==> config.mk <==
export PLATFORM = sky130hd
export DESIGN_NAME = prio_dispatch
export DESIGN_NICKNAME = d
export VERILOG_FILES = /design/src/rtl/prio_dispatch.sv
export SDC_FILE = /design/constraint.sdc
export NUM_CORES = 1
export LEC_CHECK = 0
export CAP_MARGIN = 0
export CORE_ASPECT_RATIO = 0.9
export CORE_MARGIN = 2
export CORE_UTILIZATION = 49
export DETAILED_ROUTE_END_ITERATION = 16
export PLACE_DENSITY = 0.8
export SYNTH_ARGS = -nofsm -noshare
export SYNTH_HDL_FRONTEND = slang
export SYNTH_SLANG_ARGS = --single-unit
==> constraint.sdc <==
create_clock -name c_clk -period 3.4 [get_ports c_clk]
set_input_delay 0.68 -clock c_clk [delete_from_list [all_inputs] [get_ports c_clk]]
set_output_delay 0.68 -clock c_clk [all_outputs]
set_load 0.01 [all_outputs]
==> src/rtl/prio_dispatch.sv <==
// prio_dispatch
//   Collects one-cycle command pulses from four ports. Each port can hold one
//   pending op. A round-robin arbiter moves one pending op per cycle into a
//   single dispatch slot. The slot presents the op to either the add/sub unit
//   or the shift unit over a valid/ready handshake. Invalid commands are
//   bounced back as a one-cycle inv_valid/inv_tag pulse and are never queued.
//   All state changes on the falling edge of c_clk. Reset is synchronous and
//   active-high.
// Ports
//   c_clk, reset                  clock (negedge) and synchronous reset
//   req_cmd/tag/data1/data2       per-port command inputs; port p uses slice p
//   add_ready, shift_ready        downstream units accept the slot this edge
//   add_valid, shift_valid        slot holds an add/sub op or a shift op
//   out_cmd/data1/data2/port/tag  slot contents
//   inv_valid, inv_tag            per-port pulse for a rejected (invalid) command
//   drop                          per-port pulse: command lost, port was busy
module prio_dispatch #(
    parameter int DATA_W = 32,
    parameter int TAG_W  = 2
) (
    input  logic                  c_clk,
    input  logic                  reset,
    input  logic [0:15]           req_cmd,
    input  logic [0:4*TAG_W-1]    req_tag,
    input  logic [0:4*DATA_W-1]   req_data1,
    input  logic [0:4*DATA_W-1]   req_data2,
    input  logic                  add_ready,
    input  logic                  shift_ready,
    output logic                  add_valid,
    output logic                  shift_valid,
    output logic [0:3]            out_cmd,
    output logic [0:DATA_W-1]     out_data1,
    output logic [0:DATA_W-1]     out_data2,
    output logic [0:1]            out_port,
    output logic [0:TAG_W-1]      out_tag,
    output logic [0:3]            inv_valid,
    output logic [0:4*TAG_W-1]    inv_tag,
    output logic [0:3]            drop
);

    function automatic logic is_add(input logic [3:0] c);
        return (c == 4'd1) || (c == 4'd2);
    endfunction

    function automatic logic is_shift(input logic [3:0] c);
        return (c == 4'd5) || (c == 4'd6);
    endfunction

    // Per-port pending storage
    logic [3:0]                    pend_vld_q;
    logic [3:0][3:0]               pend_cmd_q;
    logic [3:0][TAG_W-1:0]         pend_tag_q;
    logic [3:0][DATA_W-1:0]        pend_d1_q;
    logic [3:0][DATA_W-1:0]        pend_d2_q;

    // Dispatch slot. The two valid flags are mutually exclusive by construction.
    logic                          add_vld_q;
    logic                          shf_vld_q;
    logic [3:0]                    slot_cmd_q;
    logic [DATA_W-1:0]             slot_d1_q;
    logic [DATA_W-1:0]             slot_d2_q;
    logic [1:0]                    slot_port_q;
    logic [TAG_W-1:0]              slot_tag_q;

    logic [1:0]                    rr_q;
    logic [3:0]                    inv_q;
    logic [3:0][TAG_W-1:0]         inv_tag_q;
    logic [3:0]                    drop_q;

    // Arbitration / decode
    logic                          xfer;
    logic                          gnt_d;
    logic [1:0]                    win_d;
    logic [1:0]                    idx;
    logic [3:0][3:0]               pc;
    logic [3:0]                    pv;
    logic [3:0]                    pinv;
    logic [3:0]                    freed;
    logic [3:0]                    cap_d;
    logic [3:0]                    drop_d;

    always_comb begin
        xfer  = (add_vld_q & add_ready) | (shf_vld_q & shift_ready);
        gnt_d = 1'b0;
        win_d = rr_q;
        idx   = rr_q;
        // Scan from the farthest offset down so the last hit is the port
        // closest to rr_q, i.e. the round-robin winner.
        for (int k = 3; k >= 0; k--) begin
            idx = rr_q + k[1:0];
            if (pend_vld_q[idx]) begin
                gnt_d = ~(add_vld_q | shf_vld_q) | xfer;
                win_d = idx;
            end
        end
    end

    always_comb begin
        for (int p = 0; p < 4; p++) begin
            pc[p]     = req_cmd[4*p +: 4];
            pv[p]     = is_add(pc[p]) | is_shift(pc[p]);
            pinv[p]   = (pc[p] != 4'd0) & ~pv[p];
            // A port whose pending op is granted this edge may be refilled
            // on the same edge.
            freed[p]  = gnt_d & (win_d == 2'(p));
            cap_d[p]  = pv[p] & (~pend_vld_q[p] | freed[p]);
            drop_d[p] = pv[p] & pend_vld_q[p] & ~freed[p];
        end
    end

    always_ff @(negedge c_clk) begin
        if (reset) begin
            pend_vld_q  <= '0;
            pend_cmd_q  <= '0;
            pend_tag_q  <= '0;
            pend_d1_q   <= '0;
            pend_d2_q   <= '0;
            add_vld_q   <= 1'b0;
            shf_vld_q   <= 1'b0;
            slot_cmd_q  <= '0;
            slot_d1_q   <= '0;
            slot_d2_q   <= '0;
            slot_port_q <= '0;
            slot_tag_q  <= '0;
            rr_q        <= '0;
            inv_q       <= '0;
            inv_tag_q   <= '0;
            drop_q      <= '0;
        end else begin
            if (gnt_d) begin
                add_vld_q   <= is_add(pend_cmd_q[win_d]);
                shf_vld_q   <= is_shift(pend_cmd_q[win_d]);
                slot_cmd_q  <= pend_cmd_q[win_d];
                slot_d1_q   <= pend_d1_q[win_d];
                slot_d2_q   <= pend_d2_q[win_d];
                slot_tag_q  <= pend_tag_q[win_d];
                slot_port_q <= win_d;
                rr_q        <= win_d + 2'd1;
            end else if (xfer) begin
                add_vld_q <= 1'b0;
                shf_vld_q <= 1'b0;
            end

            for (int p = 0; p < 4; p++) begin
                drop_q[p]    <= drop_d[p];
                inv_q[p]     <= pinv[p];
                inv_tag_q[p] <= pinv[p] ? req_tag[TAG_W*p +: TAG_W] : '0;
                if (cap_d[p]) begin
                    pend_vld_q[p] <= 1'b1;
                    pend_cmd_q[p] <= pc[p];
                    pend_tag_q[p] <= req_tag[TAG_W*p +: TAG_W];
                    pend_d1_q[p]  <= req_data1[DATA_W*p +: DATA_W];
                    pend_d2_q[p]  <= req_data2[DATA_W*p +: DATA_W];
                end else if (freed[p]) begin
                    pend_vld_q[p] <= 1'b0;
                end
            end
        end
    end

    assign add_valid   = add_vld_q;
    assign shift_valid = shf_vld_q;
    assign out_cmd     = slot_cmd_q;
    assign out_data1   = slot_d1_q;
    assign out_data2   = slot_d2_q;
    assign out_port    = slot_port_q;
    assign out_tag     = slot_tag_q;

    always_comb begin
        for (int p = 0; p < 4; p++) begin
            inv_valid[p]                 = inv_q[p];
            drop[p]                      = drop_q[p];
            inv_tag[TAG_W*p +: TAG_W]    = inv_tag_q[p];
        end
    end

endmodule

==> impl_summary.log <==
[metrics] smallest hold slack: 0.4508 ns
[metrics] hold depth: 2
[metrics] unrepaired setup endpoints after global routing: true
[metrics] buffer cell driving the clock tree root: sky130_fd_sc_hd__clkbuf_16
[metrics] highest-delay cell along the critical path: sky130_fd_sc_hd__dfxtp_4
[metrics] Post-Route Setup TNS: -1.058 ns
[metrics] core region area: 0.03010 mm²
[metrics] arrival time reported for the critical path endpoint: 2.78 ns
[metrics] vertical die dimension: 170.3 µm
[metrics] Horiz. Die Dim: 188.8 µm
[metrics] number of nets in the layout: 3154
[metrics] worst skew pair latency: 0.63 ns
[metrics] global router's overall resource usage: 37.42%
[metrics] max-slew violation count: 0
[metrics] XOR/XNOR Fraction of Synth Area: 0.2907%
[metrics] static leakage power: 0.01049 µW
[metrics] worst min-delay path class: flop to flop
[metrics] number of iterations in the first detailed-routing pass: 7
[metrics] Via Count: 18670
[metrics] layout-stage area growth over the synthesis result: 56.47%
[metrics] cells along the critical path: buf_6
[metrics] slew of the pin with the lowest slew margin: 0.8232 ns
[metrics] area fraction in compound gates after synthesis: 12.92%
[metrics] start point of the worst hold path: pend_d1_q[64]
[metrics] CTS sink cnt: 376
[metrics] Synth cell types: 35
[metrics] Critical Path End Type: primary output
[metrics] Worst Setup Slack post-DPL: -0.8946 ns
[metrics] violated checks: setup timing
[metrics] most frequently used flop master after synthesis: sky130_fd_sc_hd__dfxtp_1
[metrics] top area cells in the synthesized netlist: sky130_fd_sc_hd__dfxtp_1 50%, sky130_fd_sc_hd__nand2_1 22%, sky130_fd_sc_hd__a21oi_1 12%
[metrics] grt total ovfl: 0
[metrics] syn avg cell area: 7.166 µm²
[metrics] status: finished with violations
[metrics] number of instances in the placed design: 2799
[metrics] number of global-route vias before repair: 19080
[metrics] Starting Density: 50.04%
[metrics] initial drt markers: 2555
[metrics] synthesized flop and latch total: 376
[metrics] global-route wire length before repair: 94530 µm
[metrics] total I/O pin count: 374
[metrics] routed wire length per instance: 19.12 µm
[metrics] register-to-register setup slack: 0.27 ns
[metrics] pin count of the biggest net entering global routing: 105
[metrics] area of the mapped netlist: 0.01506 mm²
[metrics] worst reg2reg startpoint: pend_vld_q[0]
[metrics] total of buffers placed on input and output ports: 373
[metrics] total placed instance area: 0.01975 mm²
[metrics] Yosys warnings: 0
[metrics] fin area: 0.02357 mm²
[metrics] total setup violations reported at the end of the flow: 61
[metrics] via/cell ratio: 5.659
[metrics] standard-cell rows: 60
[metrics] gate count after technology mapping: 2102
[metrics] Layout Skew: 0.05241 ns
[metrics] top cell type's share of synthesized area: 49.97%
[metrics] total wirelength of the detailed-routed design: 63070 µm
[metrics] type of the worst setup path: flop to primary output
[metrics] endpoints failing hold: 0
[metrics] fraction of the mapped netlist area in simple logic gates: 31.26%
[metrics] Critical Path Source Type: flop
[metrics] critical path's top delay family: flip-flops
[metrics] worst-path maximum fanout: 2
[metrics] CTS buffer count: 40
[metrics] clock tree from TritonCTS: done
[metrics] crit-path max cell delay: 0.35 ns
[metrics] Post-synth EDFFs: 0
[metrics] Syn Nets: 2390
[metrics] sequential fraction of the synthesis area: 49.97%
[metrics] count of unresolved DRC violations after routing: 0
[metrics] buffer and inverter count on the worst path: 1
[metrics] share of layout cells above drive strength 1: 14.30%
[metrics] dominant combinational cell family by area after synthesis: simple AND/OR/NAND/NOR gates
[metrics] half-perimeter wire length of the detailed placement result: 35040 µm
[metrics] relative slew slack: 45.12%
[metrics] count leader, synth: sky130_fd_sc_hd__nand2_1
[metrics] # Max-Cap Violations: 0
[metrics] Placer Congestion: 0.8951
[metrics] peak ir drop on the vdd network: 0.5309 mV
[metrics] data required time at the worst endpoint: 2.72 ns
[metrics] worst min-delay path endpoint: pend_d1_q[64]
[metrics] adder and majority cell fraction of the synthesized area: 0.3323%
[metrics] worst r2r dst: pend_cmd_q[3]
[metrics] non-filler instance count after layout: 3299
[metrics] final setup slack of the worst path: -0.05591 ns
[metrics] PD cells: 743.7 mW/mm²
[metrics] floorplan die area: 0.03216 mm²
[metrics] Commonest cells post-synth: 899 x sky130_fd_sc_hd__nand2_1, 376 x sky130_fd_sc_hd__dfxtp_1, 364 x sky130_fd_sc_hd__a21oi_1
[metrics] FFs w/ async S/R, synth: 0%
[metrics] multiplexer area fraction after synthesis: 0.4070%
[metrics] maximum clock insertion buffer count: 3
[metrics] largest area contributor in the synthesized netlist: sky130_fd_sc_hd__dfxtp_1
[metrics] number of antenna violations at the first check in global routing: 2
[metrics] Worst R2R Path Depth: 12
[metrics] CTS clk-pin slew, worst paths: 0.05 ns
[metrics] htree depth: 2
[metrics] remaining antenna violation count: 0
[metrics] start point of the critical path: out_data1[23]
==> cells in the final DEF (no fill, tap or decap), drive strengths merged <==
master and count:
o21a 3, nand2b 6, clkdlybuf4s50 270, o21bai 1
nand3b 1, dlymetal6s2s 2, nand2 899, clkdlybuf4s15 2
a2111oi 1, dlygate4sd2 7, bufbuf 3, o21ai 7
nor2b 8, nor3 7, buf 224, dfxtp 376
o211a 1, diode 1, mux2i 5, clkinvlp 8
clkbuf 43, a22o 2, a211oi 2, and2 12
xnor2 1, nor3b 4, xor2 4, inv 399
mux2 1, a21oi 364, bufinv 5, nor2 18
nand3 201, or2 4, ha 4
==> final cells by class <==
class / instances / area [µm²]
fill: 2000 / 6534
sequential: 376 / 7637
clock inverter: 406 / 1680
clock buffer: 41 / 1026
inverter: 6 / 25.02
timing repair buffer: 510 / 5683
multi-input combinational: 1556 / 7012
tap: 403 / 504.2
antenna: 1 / 2.502
==> power by group <==
part / internal [µW] / switching [µW] / total, µW
Sequential: 5060 / 417 / 5480
Clock: 3160 / 3140 / 6310
Combinational: 2290 / 3450 / 5750
Total: 10500 / 7010 / 17500
==> logic make-up after synthesis <==
group	Yosys count
and+or+nand+nor	1160
AOI/OAI and AO/OA	381
DFF	376
buffers and inverters	170
muxes	6
xor gates and xnor gates	5
adders and majority gates	4
==> layer usage <==
metal / track usage [%] / part of all wire, % / vias to the layer above / wire length, µm
li1: - / - / 8358 / -
met1: 42.06 / 35 / 8558 / 22060
met2: 60.93 / 46 / 1448 / 29240
met3: 12.25 / 13 / 304 / 8121
met4: 25.00 / 5.7 / 2 / 3622
met5: 0 / 0.021 / - / 13
==> registers in the layout (all words and copies together), names as in the netlist, 4 cells and up <==
signal and count:
pend_d1_q 128, pend_d2_q 128, out_data1 32, out_data2 32, pend_cmd_q 16, inv_tag 8
pend_tag_q 8, drop_q 4, inv_q 4, out_cmd 4, pend_vld_q 4
==> how the worst max path moves through the flow <==
stage                           to  slack (ns)  cells past startpoint
finish               out_data1[23]       -0.06                      1
global route          out_data1[0]       -0.08                      1
CTS                   out_data1[3]       -0.05                      1
detailed placement   pend_d2_q[37]       -0.89                      8
global placement     pend_tag_q[2]       -0.87                      8
floorplan           pend_d2_q[102]       -0.08                      9
==> per-stage QoR <==
| stage | total power (µW) | utilization, % |
|---|---|---|
| after floorplan | 8925 | - |
| after global placement | 11020 | 65.59 |
| after detailed placement | 11120 | 65.59 |
| after CTS | 17240 | 77.66 |
| after global routing | 18430 | 78.30 |
| final | 17530 | 78.30 |
==> what timing repair did <==
action,in CTS,in global routing
pin swaps,5,4
gates cloned,15,1
setup endpoints to repair,444,218
setup buffers,25,14
gates resized for setup,560,38
hold buffers,0,0
Power figures use the tool's default switching activity.
